$ cat src/rtl/seq_detector_param.sv
// seq_detector_param -- parameterised serial pattern detector.
//
// Accepts a serial bit stream (x qualified by x_valid and en). It compares
// the most recent PAT_W accepted bits against a loadable pattern and
// produces a registered one-cycle match pulse on z. Matches may overlap or
// not, as selected by the overlap input.
//
// Build option: define SEQ_DET_COUNT_EN to implement the saturating match
// counter on match_cnt. With it undefined, no counter registers exist and
// match_cnt is tied to zero.
//
// Reset: asynchronous, active-low on the port named `reset`.

module seq_detector_param #(
    parameter int unsigned      PAT_W   = 4,
    parameter int unsigned      CNT_W   = 8,
    parameter logic [PAT_W-1:0] RST_PAT = PAT_W'(4'b0110)
) (
    input  logic             clk,
    input  logic             reset,
    input  logic             x,
    input  logic             x_valid,
    input  logic             en,
    input  logic             overlap,
    input  logic             load,
    input  logic [PAT_W-1:0] pat_in,
    output logic             z,
    output logic [CNT_W-1:0] match_cnt,
    output logic [1:0]       state
);

    typedef enum logic [1:0] {
        IDLE  = 2'd0,
        FILL  = 2'd1,
        ARMED = 2'd2
    } state_t;

    // Fill counter runs 0..PAT_W-1.
    localparam int unsigned        FILL_W   = $clog2(PAT_W);
    localparam logic [FILL_W-1:0]  FILL_MAX = FILL_W'(PAT_W - 1);

    state_t              state_q;
    // Only the newest PAT_W-1 bits of the history window are ever compared:
    // the oldest bit of a PAT_W-bit window is shifted out before any
    // comparison could read it. The live window is {hist, x}.
    logic [PAT_W-2:0]    hist;
    logic [FILL_W-1:0]   fill;
    logic [FILL_W-1:0]   fill_inc;
    logic [PAT_W-1:0]    pattern;
    logic [PAT_W-1:0]    window;
    logic                accept;
    logic                match_hit;

    // A bit is accepted only when enabled, valid and not overridden by load.
    assign accept    = en & x_valid & ~load;
    assign window    = {hist, x};
    assign match_hit = accept && (state_q == ARMED) && (window == pattern);
    assign fill_inc  = (fill == FILL_MAX) ? fill : fill + 1'b1;
    assign state     = state_q;

    // Detector FSM: history shift, fill tracking, pattern load and match pulse.
    always_ff @(posedge clk or negedge reset) begin
        if (!reset) begin
            state_q <= IDLE;
            hist    <= '0;
            fill    <= '0;
            pattern <= RST_PAT;
            z       <= 1'b0;
        end else begin
            z <= match_hit;
            if (load) begin
                // Load wins over everything: new pattern, fresh window.
                pattern <= pat_in;
                hist    <= '0;
                fill    <= '0;
                state_q <= en ? FILL : IDLE;
            end else if (!en) begin
                hist    <= '0;
                fill    <= '0;
                state_q <= IDLE;
            end else if (x_valid) begin
                if (match_hit && !overlap) begin
                    // Non-overlapping: a match consumes the whole window.
                    hist    <= '0;
                    fill    <= '0;
                    state_q <= FILL;
                end else begin
                    hist    <= window[PAT_W-2:0];
                    fill    <= fill_inc;
                    state_q <= (fill_inc == FILL_MAX) ? ARMED : FILL;
                end
            end else if (state_q == IDLE) begin
                // Enabled with no data yet: start filling.
                state_q <= FILL;
            end
        end
    end

`ifdef SEQ_DET_COUNT_EN
    logic [CNT_W-1:0] cnt_q;

    // Saturating count of accepted matches.
    always_ff @(posedge clk or negedge reset) begin
        if (!reset) begin
            cnt_q <= '0;
        end else if (match_hit && (cnt_q != '1)) begin
            cnt_q <= cnt_q + 1'b1;
        end
    end

    assign match_cnt = cnt_q;
`else
    assign match_cnt = '0;
`endif

endmodule

$ cat config.mk
export PLATFORM = sky130hd
export DESIGN_NAME = seq_detector_param
export DESIGN_NICKNAME = d
export VERILOG_FILES = /design/src/rtl/seq_detector_param.sv
export SDC_FILE = /design/constraint.sdc
export NUM_CORES = 1
export LEC_CHECK = 0
export CAP_MARGIN = 20
export CELL_PAD_IN_SITES_DETAIL_PLACEMENT = 0
export CELL_PAD_IN_SITES_GLOBAL_PLACEMENT = 1
export CORE_ASPECT_RATIO = 0.75
export CORE_MARGIN = 5
export CORE_UTILIZATION = 32
export DETAILED_ROUTE_END_ITERATION = 6
export HOLD_SLACK_MARGIN = 0.12
export MAX_ROUTING_LAYER = met4
export PLACE_DENSITY_LB_ADDON = 0.15
export SETUP_SLACK_MARGIN = 0.3
export SLEW_MARGIN = 10
export SYNTH_ARGS = -nofsm -noshare
export SYNTH_HDL_FRONTEND = slang
export SYNTH_SLANG_ARGS = --single-unit
$ cat constraint.sdc
create_clock -name clk -period 2.1 [get_ports clk]
set_input_delay 0.63 -clock clk [delete_from_list [all_inputs] [get_ports clk]]
set_output_delay 0.63 -clock clk [all_outputs]
set_load 0.05 [all_outputs]
==> key figures <==
Synth
  • Yosys warning total: 0
  • Yosys top cell by area: dfrtp_1
  • Netlist cell types: 23
  • Flops & latches, synth: 12
  • Most used DFF post-synth: dfrtp_1
  • Mapped Area: 621 sq um
  • Post-synth EDFFs: 0
  • Seq/Total Area, Yosys: 48.8%
  • Area contributors post-synth: dfrtp_1 40%, buf_4 9.7%, dfstp_2 8.5%
  • Syn Area/Cell: 11.5 sq um
  • Asr flop ratio synth: 100%
  • Synth top area share: 40.3%
  • Post-Syn Instances: 54

Worst setup path
  • Cells on worst reg2reg path: 4
  • End of the critical path: fill[0]
  • Worst R2R Start: pattern[1]
  • Crit path launch type: primary input
  • Critical Path Fanout Max: 5
  • FF-to-FF End: state[1]
  • FF-to-FF setup slack: 0.52 ns
  • Setup CP Type: in -> reg
  • Launch point of the critical path: en
  • CP Capture Type: register
  • WP data arrival: 1.84 ns
  • Data required, critical path: 2.24 ns

Detailed routing
  • DRC: 0
  • First-iteration detailed-routing DRC count: 12
  • Final antenna-violating net count: 0
  • DR vias: 448
  • Drt total wl: 1220 um
  • Wirelength per Cell: 12.8 um
  • Drt first pass iters: 4
  • Via-to-Cell Ratio: 4.72

Die
  • Core Rows: 13
  • Die H: 48.1 um
  • Die ar.: 0.00293 sq mm
  • Die W: 60.9 um
  • Ports: 22
  • Core box area: 0.00179 sq mm
  • Initial Util: 34.7%

Place
  • Dpl cells: 91
  • Placement Cell Area: 759 sq um
  • Port Buffers: 13
  • Final Wtd Congestion: 0.755
  • Post-DP HPWL: 980 um

Timing
  • Post-route setup TNS: 0 ns
  • Final setup fails: 0
  • Slew Limit Headroom: 64.2%
  • Hold_ws: 0.517 ns
  • Pins Over Slew Limit: 0
  • Min Clock Period, post-route: 1.70 ns
  • Final hold vios: 0
  • RSZ-0062 raised after global routing: no
  • Fmax: 590 MHz
  • Clk_skew: 0.00391 ns
  • Post-route clock period utilization: 80.7%
  • Tightest Pin Transition: 0.536 ns

Global routing
  • Number of global-route vias before repair: 449
  • GRT Residual Overflow: 0
  • Initial antenna violation count: 0
  • Gr usage total: 10.4%
  • Largest net degree at the start of global routing: 13
  • First-pass GRT wire length: 2040 um

Clocking
  • CTS Buffer Depth: 2
  • CTS tree: yes
  • Total CTS buffers: 3
  • Root Buffer: clkbuf_4
  • Clock transition at path regs: 0.07 ns
  • Clk_lat worst skew: 0.27 ns
  • Post-CTS Setup Bufs: 0
  • CTS Hold Bufs: 0
  • H-tree levels: 1
  • Clk sinks: 12

Power
  • Gate power share: 19.4%
  • Sequential share of power: 47.3%
  • Psw: 144 uW
  • Clock power share: 33.3%
  • PD cells: 671 mW/mm^2
  • Leak: 0.000341 uW
  • Peak VDD IR: 0.369 mV
  • Sw Ratio: 26.9%
  • Pwr Total: 534 uW
  • Internal: 390 uW

Flow run
  • Maxcap violations: 0

Min path
  • HP Class: reg -> reg

Cells and area
  • Antenna cells: 0
  • Non-filler instance count after layout: 95
  • Layout net count: 85
  • Share of layout cells above drive strength 1: 26.0%
  • Final-layout fill cell count: 186
  • Layout area overhead: 28.2%
  • Design area: 796 sq um

Outcome
  • Status: complete, no violations
==> cell families after synthesis <==
kind of cell	count (synthesis)	share of synthesized area, %
xor gates and xnor gates	4	5.64
DFF	12	48.8
muxes	5	8.87
AOI/OAI and AO/OA	9	12.1
and+or+nand+nor	14	13.7
other	1	0.604
buffers and inverters	9	10.3
==> synth_stat cells (2+ instances only) <==
| cell | number |
|---|---|
| nor2_1 | 3 |
| dfrtp_1 | 10 |
| mux2_2 | 4 |
| a32o_1 | 4 |
| xnor2_1 | 4 |
| nand2_1 | 4 |
| buf_4 | 8 |
| dfstp_2 | 2 |
==> cell type report <==
cell class              instances  area, sq um  area share (%)
well taps                      22         27.5            3.46
flip-flops and latches         12          303            38.1
inverters                       1         3.75           0.472
multi-input cells              40          282            35.4
repair buffers                 16          144            18.1
clock buffers                   4         36.3            4.56
==> worst max-delay path: stages <==
cell and delay (ns):
clkdlybuf4s50_1 0.57, nand2b_4 0.10, nor2_4 0.09, nand2_1 0.06, a2111oi_1 0.39
==> stage by stage <==
| step | worst slack (ns) | util (%) |
|---|---|---|
| after floorplan | 0.449 | - |
| after global placement | -0.0388 | 42.4 |
| after detailed placement | -0.0496 | 42.4 |
| after CTS | 0.350 | 44.4 |
| after global routing | 0.311 | 44.5 |
| final | 0.404 | 44.5 |
==> power groups by stage <==
stage | logic, uW | registers, uW | clock network (uW)
after floorplan | 71.7 | 259 | 0
after global placement | 104 | 257 | 0
after detailed placement | 104 | 257 | 0
after CTS | 104 | 253 | 186
after global routing | 112 | 254 | 202
final | 104 | 253 | 178
==> cell usage in the layout (no fill, tap or decap) <==
cell,synthesis,final
dlygate4sd2_1,0,1
clkbuf_4,0,3
mux2i_1,1,1
or3_4,1,1
a211oi_1,1,1
nor2_1,3,3
a32o_1,4,4
mux2_2,4,4
clkbuf_8,0,1
a21oi_1,1,1
o41ai_1,1,1
buf_4,8,6
clkdlybuf4s50_1,0,9
nand2_1,4,4
inv_1,1,1
nand2b_4,1,1
conb_1,1,8
dfrtp_1,10,10
nand3_1,1,1
xnor2_1,4,4
nor2_4,1,1
a2111oi_1,0,1
o21ai_0,1,1
dfstp_2,2,2
nor3_1,1,1
nor2b_1,1,1
nor4_1,1,1
==> what timing repair did <==
action / 4_1_cts / 5_1_grt
cloned: 0 / 0
pin swaps: 1 / 0
resized for setup: 1 / 1
endpoints found under the setup margin: 4 / 1
==> state kept, by name, summed over array words and instances (netlist names) <==
| register | count |
|---|---|
| z | 1 |
| hist | 3 |
| pattern | 4 |
| fill | 2 |
| state | 2 |
==> worst min-delay path by stage <==
stage                    to  slack (ns)     from  cells past startpoint
floorplan           fill[0]        0.33    reset                      0
global placement    hist[2]        0.50  hist[2]                      1
detailed placement  hist[2]        0.51  hist[2]                      1
CTS                 hist[2]        0.53  hist[2]                      1
global route        hist[2]        0.56  hist[2]                      1
finish              hist[2]        0.52  hist[2]                      1
==> layer usage <==
| metal | GRT usage [%] | wire length [um] | vias up |
|---|---|---|---|
| li1 | - | - | 220 |
| met1 | 13.0 | 565 | 206 |
| met2 | 14.7 | 514 | 20 |
| met3 | 5.82 | 132 | 2 |
| met4 | 2.60 | 6 | 0 |
| met5 | - | 0 | - |
Note: power is estimated with default switching activity, not from simulation.
==> edit 1: new RTL, same settings <==
Add a define of `SEQ_DET_COUNT_EN`.
--- a/src/rtl/seq_detector_param.sv
+++ b/src/rtl/seq_detector_param.sv
@@ -11,4 +11,6 @@
 //
 // Reset: asynchronous, active-low on the port named `reset`.
+
+`define SEQ_DET_COUNT_EN
 
 module seq_detector_param #(
Function: changed (a bounded check fails within 10 cycles, from zero or initial values and one cycle with reset low).
==> edit 1 against the original RTL <==
Routed wire length up 63%. Area after synthesis increased by 56%. Final area increased by 71%. Maximum frequency shrank 12%. Total power rose by 47%. Global-route usage is 0.52 points higher. Sequential cell count up 8. Worst setup slack worse by 0.23 ns. Critical path type is now register to register. Largest power group unchanged.
==> edit 1: results (changes against the original RTL) <==
* Met2 wire length at 939 µm (+83%)
* Final HPWL DP at 1.488 mm (+52%)
* Post-Synthesis Cells at 80 (+48%)
* DR iter-0 viols at 19 (+7)
* Xor/xnor cell area share of the yosys netlist at 10.85% (+5.2 points)
* Reg-to-Reg Start: pattern[2]
* Leakage at 0.6354 nW (+86%)
* Share of layout cells above drive strength 1 at 40.00% (+14 points)
* Number of flip-flops in the largest register at 8 (+4)
* Area share of the largest cell type after synthesis at 46.51% (+6.2 points)
* Adder-cell share of the synthesized area at 1.292% (+1.3 points)
* Status: finished clean
* Synth unique cells at 28 (+22%)
* Worst-margin pin slew at 0.4341 ns (-0.1014 ns)
* Hold Path Sink: match_cnt[7]
* Vias in the first global route at 713 (+59%)
* Synth area leaders: dfrtp_1 47%, xor2_1 9.9%, mux2_2 5.8%
* Worst path slowest cell: dfstp_2
* Nets@finish at 123 (+45%)
* Met2 GRT Util at 16.04% (+1.3 points)
* GR Util met1 at 14.16% (+1.2 points)
* Seq/Total Area, Yosys at 51.94% (+3.1 points)
* Clock Skew at 0.001718 ns (-0.002195 ns)
* First-pass GRT wire length at 3.429 mm (+68%)
* Hold Slack at 0.5086 ns (-0.008431 ns)
* Hold Crit Start: match_cnt[7]
* Clock Tree Root: clkbuf_8
* Period utilization at 91.53% (+11 points)
* Mux contribution to synthesized area at 5.814% (-3.1 points)
* Placement Setup Slack at -0.1145 ns (-0.06495 ns)
* Pin count of the biggest net entering global routing at 21 (+8)
* Met1 wire length at 919 µm (+63%)
edit 1: cell count changes in the layout (fill, tap and decap cells not counted), moves of 3 or more:
cell and change:
conb_1 -8, clkbuf_4 -3, dfrtp_1 +6, xnor2_1 -4, clkbuf_8 +3, xor2_1 +10, buf_4 +13, nand2b_1 +3
edit 1: worst reg2reg max path, cell delays in order, from the launching register on:
cell	delay [ns]
dfstp_2	0.54
xor2_1	0.07
or4_4	0.52
or3_4	0.41
a32o_1	0.27
edit 1: area by class of cell:
cell class	instances	area [µm²]
tap	38	47.55
sequential	20	505.5
multi-input combinational	56	505.5
clock buffer	4	55.05
timing repair buffer	29	242.7
inverter	1	3.754
fill	267	1554
edit 1: repair_timing:
| action | CTS | global route |
|---|---|---|
| cloned | 0 | 0 |
| endpoints found under the setup margin | 12 | 13 |
| pin swaps | 1 | 0 |
| resized for setup | 3 | 4 |
edit 1: power by group:
group	internal (mW)	switching, mW	total [mW]
combinational	0.0464	0.0392	0.0857
clock	0.167	0.122	0.289
sequential	0.399	0.0104	0.409
==> edit 2: new RTL, same flow settings <==
Without the edit above. Register the inputs `x`, `x_valid`, `en`, `overlap`, `load` and `pat_in` before use. The logic sees them one clock later. Comments in the files are not updated.
--- a/src/rtl/seq_detector_param.sv
+++ b/src/rtl/seq_detector_param.sv
@@ -40,4 +40,20 @@
     localparam logic [FILL_W-1:0]  FILL_MAX = FILL_W'(PAT_W - 1);
 
+    logic x_q;
+    logic x_valid_q;
+    logic en_q;
+    logic overlap_q;
+    logic load_q;
+    logic [PAT_W-1:0] pat_q;
+
+    always_ff @(posedge clk) begin
+        x_q       <= x;
+        x_valid_q <= x_valid;
+        en_q      <= en;
+        overlap_q <= overlap;
+        load_q    <= load;
+        pat_q     <= pat_in;
+    end
+
     state_t              state_q;
     // Only the newest PAT_W-1 bits of the history window are ever compared:
@@ -53,6 +69,6 @@
 
     // A bit is accepted only when enabled, valid and not overridden by load.
-    assign accept    = en & x_valid & ~load;
-    assign window    = {hist, x};
+    assign accept    = en_q & x_valid_q & ~load_q;
+    assign window    = {hist, x_q};
     assign match_hit = accept && (state_q == ARMED) && (window == pattern);
     assign fill_inc  = (fill == FILL_MAX) ? fill : fill + 1'b1;
@@ -69,16 +85,16 @@
         end else begin
             z <= match_hit;
-            if (load) begin
+            if (load_q) begin
                 // Load wins over everything: new pattern, fresh window.
-                pattern <= pat_in;
+                pattern <= pat_q;
                 hist    <= '0;
                 fill    <= '0;
-                state_q <= en ? FILL : IDLE;
-            end else if (!en) begin
+                state_q <= en_q ? FILL : IDLE;
+            end else if (!en_q) begin
                 hist    <= '0;
                 fill    <= '0;
                 state_q <= IDLE;
-            end else if (x_valid) begin
-                if (match_hit && !overlap) begin
+            end else if (x_valid_q) begin
+                if (match_hit && !overlap_q) begin
                     // Non-overlapping: a match consumes the whole window.
                     hist    <= '0;
Check against the original RTL: not equivalent (Yosys sat finds a counterexample within 4 cycles, from zero or initial values and one cycle with reset low).
==> edit 2 against the original RTL <==
Total power rose by 35%. Routed wire length up 6.1%. Final area grew 20%. Clock skew increased by 0.0035 ns. Critical path depth is 1 lower. Worst setup slack improved by 0.10 ns. Area after synthesis rose by 29%. Sequential cell count rose by 9. Largest cell class unchanged. Highest routed layer unchanged.
==> edit 2: results (changes against the original RTL) <==
* Clock Tree Root: clkbuf_4
* Startpoint Class: register
* FF-to-FF path depth at 4 (unchanged)
* Final HPWL DP at 982.3 µm (+0.23%)
* Port Buffer Count at 13 (unchanged)
* Total number of vias at 473 (+5.6%)
* Synth unique cells at 24 (+4.3%)
* FFs w/ async S/R, synth at 57.14% (-43 points)
* Bufs on Longest Clock Path at 2 (unchanged)
* Hold Path Class: register to register
* Pin count of the biggest net entering global routing at 13 (unchanged)
* Commonest cells in the netlist: 10 x dfrtp_1, 9 x dfxtp_1, 8 x buf_4
* Synth area leaders: dfrtp_1 31%, dfxtp_1 23%, buf_4 7.5%
* Hold Slack at 0.4692 ns (-0.04781 ns)
* DR iter-0 viols at 15 (+3)
* CTS Buf Count at 3 (unchanged)
* Nets@finish at 91 (+7.1%)
* Main synth FF type: dfrtp_1
* Biggest regs: pat_q x4, pattern x4, hist x3
* Share of layout cells above drive strength 1 at 18.99% (-7.0 points)
* GR Util met1 at 12.63% (-0.34 points)
* Slew headroom at 61.68% (-2.5 points)
* Final count of negative-setup-slack endpoints at 0 (unchanged)
* Crit Path Max Fanout at 4 (-1)
* Worst Setup EP: hist[2]
* Vias in the first global route at 407 (-9.4%)
* Diode count at 0 (unchanged)
* Layout fillers at 230 (+24%)
* RD Place Congestion at 0.7267 (-3.7%)
* Maximum vdd drop at 0.3589 mV (-2.6%)
* Clock Skew at 0.007430 ns (+0.003517 ns)
* Clock latency on the worst-skew pair at 0.30 ns (+0.03 ns)
* GRT Total Usage at 8.784% (-1.7 points)
* Synth warn at 0 (unchanged)
* CTS H-tree depth at 1 (unchanged)
* First-pass GRT wire length at 2.097 mm (+2.7%)
* Leakage at 0.3957 nW (+16%)
* Initial antenna violation count at 0 (unchanged)
* 1st-pass router iterations at 4 (unchanged)
* Critical path data arrival time at 1.79 ns (-0.05 ns)
* Routed length per placed instance at 11.44 µm (-11%)
* Met2 GRT Util at 9.370% (-5.3 points)
* Reg-to-Reg Start: pattern[2]
* Resized cells post-CTS at 0 (-1)
* Post-CTS setup buffers at 0 (unchanged)
* Flop-to-flop setup slack at roughly 0.5 ns
* Reg clk slew, reported paths at 0.11 ns (+0.04 ns)
* GR Util met3 at 5.308% (-0.51 points)
* Seq/Total Area, Yosys at 60.31% (+12 points)
* Status: finished clean
[edit 2: worst min-delay path by stage]
stage               cells past startpoint      from         end
global route                            1  pat_q[0]  pattern[0]
detailed placement                      1  pat_q[0]  pattern[0]
CTS                                     1  pat_q[0]  pattern[0]
floorplan                               0     reset     fill[0]
global placement                        1  pat_q[0]  pattern[0]
finish                                  1  pat_q[0]  pattern[0]
[edit 2: worst max-delay path, cell delays in order (launching register included)]
cell and delay, ns:
dfstp_2 0.55, xnor2_1 0.11, nand3_1 0.16, or3_4 0.42
a32o_1 0.27
[edit 2: metal layers]
metal  up-vias  wire length, µm
met1       212              701
met3         2              123
met2        19              457
met5         -                0
met4         0               10
li1        240                -
[edit 2: stage by stage]
step                setup slack (ns)  cells  area [µm²]  utilization, %
finish                        0.5088    113       958.4           40.85
detailed placement            0.5141    109       932.1           39.73
floorplan                     0.4486     70       827.0               -
global placement              0.5311    109       932.1           39.73
CTS                           0.5005    113       958.4           40.85
global route                  0.4160    113       958.4           40.85
[edit 2: area by class of cell]
class	instances	share of cell area (%)
Inverter	1	0.3916
Clock buffer	4	2.742
Timing Repair Buffer	13	12.79
Tap cell	34	4.439
Multi-Input combinational cell	40	29.24
Sequential cell	21	50.39
[edit 2: cells by family (layout without fill, tap and decap cells)]
family                    count (synthesis)  in the layout  synth area share (%)
AOI/OAI and AO/OA                         9              9                 9.375
xor gates and xnor gates                  4              4                 4.375
buffers and inverters                     9             18                 7.969
DFF                                      21             21                 60.31
muxes                                     5              5                 6.875
other                                     1              8                0.4683
and+or+nand+nor                          14             14                 10.62
[edit 2: report_power, final]
group / switching, mW / internal, mW
sequential: 0.0161 / 0.425
combinational: 0.0548 / 0.0363
clock: 0.113 / 0.0740
total: 0.184 / 0.535
